--- config.mk ---
export PLATFORM = sky130hd
export DESIGN_NAME = asg_keystream
export DESIGN_NICKNAME = d
export VERILOG_FILES = /design/src/rtl/asg_pkg.sv /design/src/rtl/asg_keystream.sv
export SDC_FILE = /design/constraint.sdc
export NUM_CORES = 1
export LEC_CHECK = 0
export ABC_CLOCK_PERIOD_IN_PS = 1400
export CORE_AREA = 10 10 51 53
export DETAILED_ROUTE_END_ITERATION = 10
export DIE_AREA = 0 0 61 63
export GPL_TIMING_DRIVEN = 1
export PLACE_DENSITY = 0.69
export SETUP_SLACK_MARGIN = 0.15
export SLEW_MARGIN = 40
export SYNTH_ARGS = -nofsm -noshare
export SYNTH_HDL_FRONTEND = slang
export SYNTH_SLANG_ARGS = --single-unit
--- constraint.sdc ---
create_clock -name clock -period 1.4 [get_ports clock]
set_input_delay 0.21 -clock clock [delete_from_list [all_inputs] [get_ports clock]]
set_output_delay 0.21 -clock clock [all_outputs]
set_load 0.01 [all_outputs]
--- src/rtl/asg_pkg.sv ---
// Shared definitions for the alternating step generator family: LFSR width,
// feedback taps, checker states and the common LFSR step function.
package asg_pkg;

  localparam int LFSR_W = 4;
  localparam int TAP_A  = 3;
  localparam int TAP_B  = 2;

  typedef enum logic [1:0] {
    ST_IDLE    = 2'd0,
    ST_ACQUIRE = 2'd1,
    ST_LOCKED  = 2'd2,
    ST_FAIL    = 2'd3
  } state_t;

  // x^4+x^3+1: shift left, feed back the XOR of the top two bits (period 15)
  function automatic logic [LFSR_W-1:0] lfsr_step(input logic [LFSR_W-1:0] x);
    return {x[LFSR_W-2:0], x[TAP_A] ^ x[TAP_B]};
  endfunction

endpackage

--- src/rtl/asg_keystream.sv ---
// Three LFSRs with alternating-step clocking. The control register's MSB picks
// which data register steps; the output word is the XOR of the two data LFSRs.
module asg_keystream
  import asg_pkg::*;
(
  input  logic              clock,
  input  logic              reset,
  input  logic              load,
  input  logic              advance,
  input  logic [LFSR_W-1:0] ctrl_seed,
  input  logic [LFSR_W-1:0] seed_0,
  input  logic [LFSR_W-1:0] seed_1,
  output logic [LFSR_W-1:0] word
);

  logic [LFSR_W-1:0] ctrl;
  logic [LFSR_W-1:0] r0;
  logic [LFSR_W-1:0] r1;

  // Seed load takes priority; otherwise one alternating step per advance
  always_ff @(posedge clock or negedge reset) begin
    if (!reset) begin
      ctrl <= '0;
      r0   <= '0;
      r1   <= '0;
    end else if (load) begin
      ctrl <= ctrl_seed;
      r0   <= seed_0;
      r1   <= seed_1;
    end else if (advance) begin
      ctrl <= lfsr_step(ctrl);
      if (ctrl[LFSR_W-1]) r1 <= lfsr_step(r1);
      else                r0 <= lfsr_step(r0);
    end
  end

  assign word = r0 ^ r1;

endmodule

### Word level (Yosys, flattened, before mapping)

Index checks and enable logic that the tools add are counted.

| storage, ports and cells | value |
|---|---|
| register bits | 12 |
| input bits | 16 |
| output and inout port bits | 4 |
| logic and storage cells | 20 |

| operators by class | value |
|---|---|
| eq/ne operators | 1 |
| mux-type cells | 8 |
| bitwise logic cells | 4 |
| reductions and logical operators | 4 |

Operators with widths:

| operator | number |
|---|---|
| two-way mux 4 bit | 8 |
| AND reduction 2 bit | 2 |
| nonzero test 2 bit | 2 |
| bitwise XOR 4 bit | 1 |
| bitwise XOR 1 bit | 3 |
| inequality test 2 bit (second input constant) | 1 |

### Logic depth before layout (Yosys ltp)

Gate-level depths: netlist (run 1).

| depth | value |
|---|---|
| depth after elaboration | 4 |
| mapped depth | 5 |
| mapped depth without buffers | 3 |

### Worst setup path after synthesis (run 1)

OpenSTA, ideal clock, no wires.

| timing | value |
|---|---|
| path type | flip-flop to flip-flop |
| from | reg ctrl[3] |
| to | reg r0[1] |
| library setup time | 0.130 ns |
| arrival time | 0.865 ns |
| required time | 1.270 ns |
| slack | 0.404 ns |
| cell stages (with the launch flop) | 5 |
| buffers on the path | 1 |
| clock period less this slack | 0.996 ns |
| cells stage by stage | dfrtp_1 nor2b_4 buf_6 mux2i_1 o21ai_1 |

| between the ends | value |
|---|---|
| cells in the longest elaborated chain, start to end | 2 |

RTL lines:

| item | line | RTL |
|---|---|---|
| start, declared | asg_keystream.sv:16 | `logic [LFSR_W-1:0] ctrl;` |
| start signal, assigned | asg_keystream.sv:27 | `ctrl <= ctrl_seed;` |
| start signal, assigned | asg_keystream.sv:31 | `ctrl <= lfsr_step(ctrl);` |
| inequality test 2 bit (no line) | - |  |
| AND reduction 2 bit (no line) | - |  |
| end signal, assigned | asg_keystream.sv:33 | `else r0 <= lfsr_step(r0);` |
| end, declared | asg_keystream.sv:17 | `logic [LFSR_W-1:0] r0;` |

No other way between the ends.
A chain may end at the register's enable or synchronous reset.

### Final worst setup path (run 1)

| timing | value |
|---|---|
| from | reg r0[3] |
| to | out word[3] |

| between the ends | value |
|---|---|
| cells in the longest elaborated chain, start to end | 1 |

RTL lines:

| item | line | RTL |
|---|---|---|
| bitwise XOR 4 bit | asg_keystream.sv:37 | `assign word = r0 ^ r1;` |
| end, declared | asg_keystream.sv:13 | `output logic [LFSR_W-1:0] word` |

No other way between the ends.

==> flow_summary.json, run 1 <==
{
  "cts-root-buf": "clkbuf_4",
  "synth.distinct_cells": 9,
  "syn_to_final_growth_pct": 41.62,
  "final_net_count": 106,
  "setup.worst_path.end": "word[3]",
  "cap_viol_max_count": 0,
  "critPathArrivalTime_ns": 1.00,
  "ys_ff_latch": 12,
  "path_cells": "xor2_1, buf_2",
  "final_cell_area_um2": 898.4,
  "path_clk_slew_ns": 0.07,
  "crit_path_end_kind": "output pin",
  "drtPass1Iterations": 4,
  "tns_ns": 0,
  "ios": 20,
  "grt.busiest_layer": "met2",
  "clk_latency_ns": 0.27,
  "ctsLongestPathBuffers": 2,
  "drive_gt1_share_pct": 19.32,
  "start_util_pct": 38.41,
  "synth_nets": 77,
  "worstMarginPinSlew_ns": 0.2235,
  "peakVddDrop_mv": 0.7177,
  "dieArea_mm2": 0.003843,
  "drt-initial-drc-count": 6,
  "hp-class": "input port to async pin",
  "n_antenna_cell": 0,
  "place_congestion": 0.8076,
  "syn_avg_cell_area_um2": 10.40,
  "post-route-period-util_pct": 86.57,
  "cp-startpoint": "r0[3]$_DFFE_PN0P_",
  "h-tree-depth": 1,
  "wirelength_mm": 1.347,
  "vias": 514,
  "start_kind": "flop",
  "drc_errors": 0,
  "fmax_mhz": 825.1,
  "path_max_fanout": 2,
  "dieHeight_um": 63,
  "antenna_found_initial": 0,
  "maxSlewViolCount": 0,
  "rsz0062_at_grt": "false",
  "grt_max_degree": 25,
  "routedWlPerCell_um": 12.83,
  "use_met1_pct": 7.782,
  "synthCells": 61,
  "numCtsBuffers": 3,
  "critPathMaxStageDelay_ns": 0.41,
  "required_ns": 1.19,
  "yosysSeqAreaShare_pct": 47.34,
  "synth_area_um2": 634.4,
  "met2_usage_pct": 11.61,
  "clkSinkCount": 12,
  "setup_viol_count_final": 0,
  "grt_usage_pct": 7.254,
  "grt_pass1_wl_mm": 2.152,
  "gr-total-overflow": 0,
  "power_density_mw_per_mm2": 978.6,
  "fillers": 166,
  "first_global_vias": 510,
  "r2r_end": "r0[0]$_DFFE_PN0P_",
  "antenna_left": 0,
  "period_needed_ns": 1.212,
  "p_leak_nw": 0.4429,
  "hpwlAfterDp_mm": 1.027,
  "ff2ff_path_depth": 5,
  "clock_skew_ns": 0.007353,
  "r2r_slack_ns": 0.26,
  "vias_per_cell": 4.895,
  "met3_usage_pct": 4.472,
  "reg2reg_from": "r0[3]$_DFFE_PN0P_",
  "yosysWarnings": 0,
  "finalHoldViolCount": 0,
  "rows": 15,
  "port_buffers": 19,
  "crit_slowest_cell": "dfrtp_1",
  "dpl_cell_area_um2": 865.8,
  "cts_tree": "done",
  "status": "completed",
  "crit_type": "flop to output pin",
  "relSlewSlack_pct": 85.06,
  "core_mm2": 0.001652,
  "cts_hold_buf": 0,
  "die_w_um": 61
}
==> where the power goes <==
part           internal (W)  switching [W]  total [W]
sequential         0.000386      0.0000360   0.000422
combinational      0.000147       0.000106   0.000253
clock             0.0000995       0.000104   0.000204
==> state kept, by name, indices dropped and copies added (netlist names) <==
signal / count
ctrl: 4
r0: 4
r1: 4
==> per-layer routing <==
metal  part of all wire (%)  vias to the layer above
li1                       -                      261
met1                     41                      232
met2                     50                       19
met3                    7.7                        2
met4                    1.3                        0
met5                      0                        -
==> worst min path at each step <==
stage / startpoint / end / cells after the start / slack, ns
floorplan: reset / ctrl[0]$_DFFE_PN0P_ / 0 / -0.09
global placement: reset / r0[2]$_DFFE_PN0P_ / 2 / 0.53
CTS: reset / r0[2]$_DFFE_PN0P_ / 2 / 0.23
finish: reset / r0[2]$_DFFE_PN0P_ / 2 / 0.23
global route: reset / r0[0]$_DFFE_PN0P_ / 2 / 0.26
detailed placement: reset / r0[2]$_DFFE_PN0P_ / 2 / 0.53
==> cell usage after synthesis, drive strengths merged <==
master	number	area, um^2
nand2	13	48.80
dfrtp	12	300.3
mux2i	12	120.1
o21ai	12	60.06
xor2	7	61.31
buf	2	22.52
clkbuf	2	7.510
nor2b	1	13.76
==> logic make-up after synthesis <==
| kind of cell | share of synthesized area, % |
|---|---|
| DFF | 47.34 |
| buffers and inverters | 4.734 |
| and+or+nand+nor | 9.862 |
| xor gates and xnor gates | 9.665 |
| muxes | 18.94 |
| AOI/OAI and AO/OA | 9.468 |
==> layout make-up <==
class	instances	area [um^2]	share of cell area [%]
multi-input combinational	45	304.0	33.84
sequential	12	300.3	33.43
timing repair buffer	28	250.2	27.86
clock buffer	3	22.52	2.507
tap	17	21.27	2.368
==> critical path: cells and delay by family (launching register included) <==
kind                      cells  cell delay, ns
buffers and inverters         1            0.15
xor gates and xnor gates      1            0.17
DFF                           1            0.41
==> per-stage QoR <==
stage | utilization [%] | hold WS (ns) | power [W] | worst slack (ns) | std cells
final | 54.39 | 0.2266 | 0.0008791 | 0.1880 | 105
after global placement | 52.42 | 0.5269 | 0.0006901 | 0.04576 | 98
after CTS | 53.94 | 0.2345 | 0.0008861 | 0.1910 | 104
after floorplan | - | -0.08559 | 0.0005520 | 0.4043 | 61
after detailed placement | 52.42 | 0.5273 | 0.0006924 | 0.007726 | 98
after global routing | 54.39 | 0.2560 | 0.0009338 | 0.1508 | 105
==> cell usage in the layout, fill, tap and decap left out, drive strengths merged <==
cell type      count
mux2i             12
nand2             13
buf               13
clkdlybuf4s50     15
clkbuf             3
xor2               7
nor2b              1
dfrtp             12
o21ai             12
==> repair_timing <==
| action | CTS | global route |
|---|---|---|
| setup endpoints to repair | 4 | 1 |
| hold endpoints to repair | 0 | 0 |
| gates resized for setup | 16 | 0 |
| buffers inserted | 3 | 1 |
(Power assumes the default switching activity.)
==> run 2, diff against run 1 <==
Settings changed: ABC_CLOCK_PERIOD_IN_PS 1400 to 1000, CORE_AREA 10 10 51 53 to 10 10 52 54, CTS_CLUSTER_SIZE set to 8, DIE_AREA 0 0 61 63 to 0 0 62 64, PLACE_DENSITY 0.69 to 0.68.
Clock period 1.4 ns to 1 ns, I/O delays scaled along.
==> run 2 against run 1 <==
Against the previous run:
- the run now ends with negative setup slack left
- wire length rose by 4.6%
- via count fell by 0.97%
- sequential share of layout area is 1.7 points lower
- sequential power up 39%
- hold slack worse by 0.053 ns
- clock-buffer cell count did not move
- non-clock buffer count grew 3
- largest cell class unchanged
==> flow_summary.json, run 2 (synthesis results as in run 1) <==
{
  "reg_top3": "ctrl: 4 flops, r0: 4 flops, r1: 4 flops",
  "start_kind": "flop",
  "dieHeight_um": 64,
  "antenna_left": 0,
  "p_leak_nw": 0.4619,
  "vias": 509,
  "cap_viol_max_count": 0,
  "place_congestion": 0.7601,
  "core_mm2": 0.001708,
  "drt-initial-drc-count": 4,
  "ios": 20,
  "antenna_found_initial": 0,
  "setup_ws_ns": -0.1333,
  "cts-root-buf": "clkbuf_4",
  "drc_errors": 0,
  "fmax_mhz": 882.4,
  "dpl_cell_area_um2": 913.4,
  "mostFrequentLayoutCells": "clkdlybuf4s50_1 (14), nand2_1 (12), mux2i_1 (11), dfrtp_1 (11), o21ai_1 (10)",
  "hp-class": "input port to async pin",
  "final_cell_area_um2": 949.7,
  "final_net_count": 109,
  "required_ns": 0.85,
  "numCtsBuffers": 3,
  "first_global_vias": 550,
  "vias_per_cell": 4.388,
  "path_clk_slew_ns": 0.07,
  "status": "finished with violations",
  "routedWlPerCell_um": 12.15,
  "crit_path_end_kind": "output pin",
  "crit_type": "flop to output pin",
  "post-route-period-util_pct": 113.3,
  "ff_latch_area_um2": 301.5,
  "clock_skew_ns": 0.003907,
  "relSlewSlack_pct": 88.47,
  "peakVddDrop_mv": 0.8563,
  "critPathArrivalTime_ns": 0.98,
  "clk_latency_ns": 0.27,
  "wirelength_mm": 1.409,
  "ctsLongestPathBuffers": 2,
  "violations": "negative setup slack",
  "grt_max_degree": 25,
  "worstMarginPinSlew_ns": 0.1681,
  "rsz0062_at_grt": "true",
  "setup_viol_count_final": 9,
  "gr-total-overflow": 0,
  "final_common_cell": "clkdlybuf4s50_1",
  "syn_to_final_growth_pct": 49.70,
  "die_w_um": 62,
  "clkSinkCount": 12,
  "period_needed_ns": 1.133,
  "fin_util_pct": 55.60,
  "power_density_mw_per_mm2": 1342,
  "drtPass1Iterations": 4,
  "finalHoldViolCount": 0,
  "hpwlAfterDp_mm": 1.125,
  "rows": 15,
  "grt_usage_pct": 7.603,
  "maxSlewViolCount": 0,
  "port_buffers": 19,
  "multi_input_area_um2": 315.3,
  "dieArea_mm2": 0.003968,
  "start_util_pct": 37.14,
  "path_max_fanout": 2,
  "fillers": 155,
  "drive_gt1_share_pct": 25.27,
  "n_antenna_cell": 0,
  "grt_pass1_wl_mm": 2.235,
  "cts_tree": "done",
  "h-tree-depth": 1
}
[run 2: cell type report]
class	count	area share, %
Timing Repair Buffer	31	29.38
Multi-Input combinational cell	45	33.20
Clock buffer	3	2.372
Sequential cell	12	31.75
Tap cell	25	3.294
[run 2: per-stage QoR]
| step | cells | setup TNS (ns) | total power, W | hold slack (ns) | setup slack (ns) |
|---|---|---|---|---|---|
| 2_1_floorplan | 61 | 0 | 0.0007729 | -0.1456 | 0.004329 |
| 3_3_place_gp | 111 | -3.673 | 0.0009963 | 0.4655 | -0.2759 |
| 3_5_place_dp | 111 | -3.957 | 0.001006 | 0.4630 | -0.3159 |
| 4_1_cts | 116 | -0.7810 | 0.001293 | 0.1689 | -0.1595 |
| 5_1_grt | 116 | -1.168 | 0.001357 | 0.1899 | -0.1949 |
| 6_report | 116 | -0.6499 | 0.001274 | 0.1736 | -0.1333 |
[run 2: path summary, 6_finish.rpt]
path | start | to | slack [ns] | cells past startpoint
max in group asynchronous | reset | ctrl[3]$_DFFE_PN0P_ | 0.66 | 2
max reg2reg | ctrl[3]$_DFFE_PN0P_ | r0[0]$_DFFE_PN0P_ | -0.07 | 3
max | r1[1]$_DFFE_PN0P_ | word[1] | -0.13 | 2
min reg2reg | ctrl[0]$_DFFE_PN0P_ | ctrl[0]$_DFFE_PN0P_ | 0.56 | 2
min | reset | ctrl[0]$_DFFE_PN0P_ | 0.17 | 2
min in group clock | ctrl_seed[0] | ctrl[0]$_DFFE_PN0P_ | 0.42 | 3
[run 2: worst max-delay path, stage by stage, from the launching register on]
cell	delay, ns
dfrtp_1	0.40
xor2_1	0.16
buf_2	0.16
[run 2: report_power, final]
| group | internal, W | total (W) | switching, W | leakage (nW) |
|---|---|---|---|---|
| Sequential | 0.000542 | 0.000588 | 0.0000467 | 0.145 |
| Combinational | 0.000233 | 0.000401 | 0.000168 | 0.303 |
| Clock | 0.000139 | 0.000285 | 0.000145 | 0.0138 |
| Total | 0.000914 | 0.00127 | 0.000360 | 0.462 |
[run 2: per-layer routing]
layer	track usage [%]	part of all wire, %	vias up
met1	8.324	48	226
met4	4.190	1.8	0
met2	11.79	46	13
met3	3.360	4.7	4
li1	-	-	266
met5	0	0	-
[run 2: repair_timing]
item / 4_1_cts / 5_1_grt
gates cloned: 0 / 0
hold endpoints to repair: 0 / 0
setup buffers: 2 / 0
setup endpoints to repair: 16 / 14
hold buffers: 0 / 0
gates resized for setup: 28 / 1
pin swaps: 4 / 2
==> run 3, diff against run 2 <==
Settings changed: RECOVER_POWER set to 100.
==> run 3 against run 2 <==
Against the previous run:
- the run still ends with negative setup slack left
- clock power is essentially flat
- via count is the same
- sequential power is essentially flat
- final area shrank 2.1%
- total power shrank 0.84%
- non-clock buffer count is the same
- critical endpoint unchanged
- largest cell class unchanged
- highest routed layer unchanged
==> flow_summary.json, run 3 (synthesis results as in run 1) <==
{
  "wirelength_mm": 1.410,
  "reg2reg_from": "ctrl[3]$_DFFE_PN0P_",
  "cts_tree": "done",
  "grt_max_degree": 25,
  "cts-root-buf": "clkbuf_4",
  "ios": 20,
  "clock_skew_ns": 0.003910,
  "drt-initial-drc-count": 4,
  "wl_met3_um": 66,
  "finalHoldViolCount": 0,
  "antenna_found_initial": 0,
  "n_antenna_cell": 0,
  "dieArea_mm2": 0.003968,
  "start_util_pct": 37.14,
  "clkSinkCount": 12,
  "stdcell_count": 116,
  "ff2ff_path_depth": 3,
  "die_w_um": 62,
  "highest_layer": "met4",
  "final_net_count": 109,
  "crit_path_end_kind": "output pin",
  "period_needed_ns": 1.133,
  "core_mm2": 0.001708,
  "setup_viol_count_final": 11,
  "critPathArrivalTime_ns": 0.98,
  "drc_errors": 0,
  "port_buffers": 19,
  "ctsLongestPathBuffers": 2,
  "relSlewSlack_pct": 56.62,
  "crit_type": "flop to output pin",
  "violations": "negative setup slack",
  "first_global_vias": 550,
  "dieHeight_um": 64,
  "numCtsBuffers": 3,
  "vias_per_cell": 4.388,
  "dp_cells": 111,
  "start_kind": "flop",
  "routedWlPerCell_um": 12.16,
  "drtPass1Iterations": 4,
  "maxSlewViolCount": 0,
  "hpwlAfterDp_mm": 1.125,
  "mostFrequentLayoutCells": "clkdlybuf4s50_1 (14), nand2_1 (12), dfrtp_1 (12), mux2i_1 (11), o21ai_1 (10)",
  "final_common_cell": "clkdlybuf4s50_1",
  "clk_latency_ns": 0.27,
  "r2r_end": "r0[0]$_DFFE_PN0P_",
  "power_density_mw_per_mm2": 1359,
  "grt_usage_pct": 7.603,
  "drive_gt1_share_pct": 23.08,
  "tns_ns": -0.8542,
  "worstMarginPinSlew_ns": 0.6507,
  "r2r_slack_ns": -0.10,
  "rows": 15,
  "rsz0062_at_grt": "true",
  "fmax_mhz": 882.3,
  "grt_pass1_wl_mm": 2.235,
  "path_cells": "xor2_1, buf_2",
  "place_congestion": 0.7601,
  "vias": 509,
  "crit_slowest_cell": "dfrtp_1",
  "hp-class": "input port to async pin",
  "setup_ws_ns": -0.1334,
  "peakVddDrop_mv": 0.8551,
  "required_ns": 0.85,
  "critPathMaxStageDelay_ns": 0.40,
  "syn_to_final_growth_pct": 46.55,
  "fillers": 157,
  "status": "finished with violations",
  "path_max_fanout": 2,
  "post-route-period-util_pct": 113.3,
  "antenna_left": 0,
  "p_leak_nw": 0.4540,
  "path_clk_slew_ns": 0.07,
  "reg_top3": "ctrl: 4 flops, r0: 4 flops, r1: 4 flops",
  "cts_hold_buf": 0,
  "cap_viol_max_count": 0,
  "gr-total-overflow": 0,
  "wl_met2_um": 644,
  "wl_met1_um": 672,
  "h-tree-depth": 1,
  "place_ws_ns": -0.3159
}
## run 3: cell count changes in the layout (fill, tap and decap cells not counted)
cell and delta:
dfrtp_2 -1, buf_12 -1, buf_4 -1, dfrtp_1 +1, clkbuf_1 +1, buf_2 +1
## run 3: worst max-delay path by stage
stage / startpoint / to / slack, ns / cells past startpoint
after global routing: r1[2]$_DFFE_PN0P_ / word[2] / -0.19 / 2
after detailed placement: advance / r0[0]$_DFFE_PN0P_ / -0.32 / 4
after global placement: advance / r0[2]$_DFFE_PN0P_ / -0.28 / 4
after CTS: r1[1]$_DFFE_PN0P_ / word[1] / -0.16 / 2
after floorplan: ctrl[3]$_DFFE_PN0P_ / r0[1]$_DFFE_PN0P_ / 0.004 / 4
final: r1[1]$_DFFE_PN0P_ / word[1] / -0.13 / 2
## run 3: metal layers
layer / up-vias / global-route usage, %
li1: 266 / -
met1: 226 / 8.324
met2: 13 / 11.79
met3: 4 / 3.360
met4: 0 / 4.190
met5: - / 0
## run 3: where the power goes
part	leakage [nW]	internal, W	switching [W]	total (W)
Sequential	0.146	0.000541	0.0000467	0.000587
Clock	0.0138	0.000139	0.000145	0.000285
Combinational	0.294	0.000224	0.000167	0.000391
## run 3: what timing repair did
action | CTS | global route
pin swaps | 4 | 2
setup buffers | 2 | 0
gates resized for setup | 28 | 1
cloned | 0 | 0
setup endpoints to repair | 16 | 14
## run 3: critical path, delay by kind of cell, from the launching register on
family	cells	cell delay (ns)
xor gates and xnor gates	1	0.16
buffers and inverters	1	0.16
DFF	1	0.40
## run 3: final cells by class
type / instances / area (um^2) / share of cell area (%)
repair buffers: 31 / 260.3 / 27.99
well taps: 25 / 31.28 / 3.365
clock buffers: 3 / 22.52 / 2.423
multi-input cells: 45 / 315.3 / 33.92
flip-flops and latches: 12 / 300.3 / 32.30
## run 3: through the flow
stage / area, um^2 / total power, W / hold slack [ns] / utilization (%)
after floorplan: 634.4 / 0.0007729 / -0.1456 / -
after global placement: 913.4 / 0.0009963 / 0.4655 / 53.48
after detailed placement: 913.4 / 0.001006 / 0.4630 / 53.48
after CTS: 945.9 / 0.001293 / 0.1689 / 55.38
after global routing: 929.6 / 0.001346 / 0.4150 / 54.43
final: 929.6 / 0.001263 / 0.3413 / 54.43
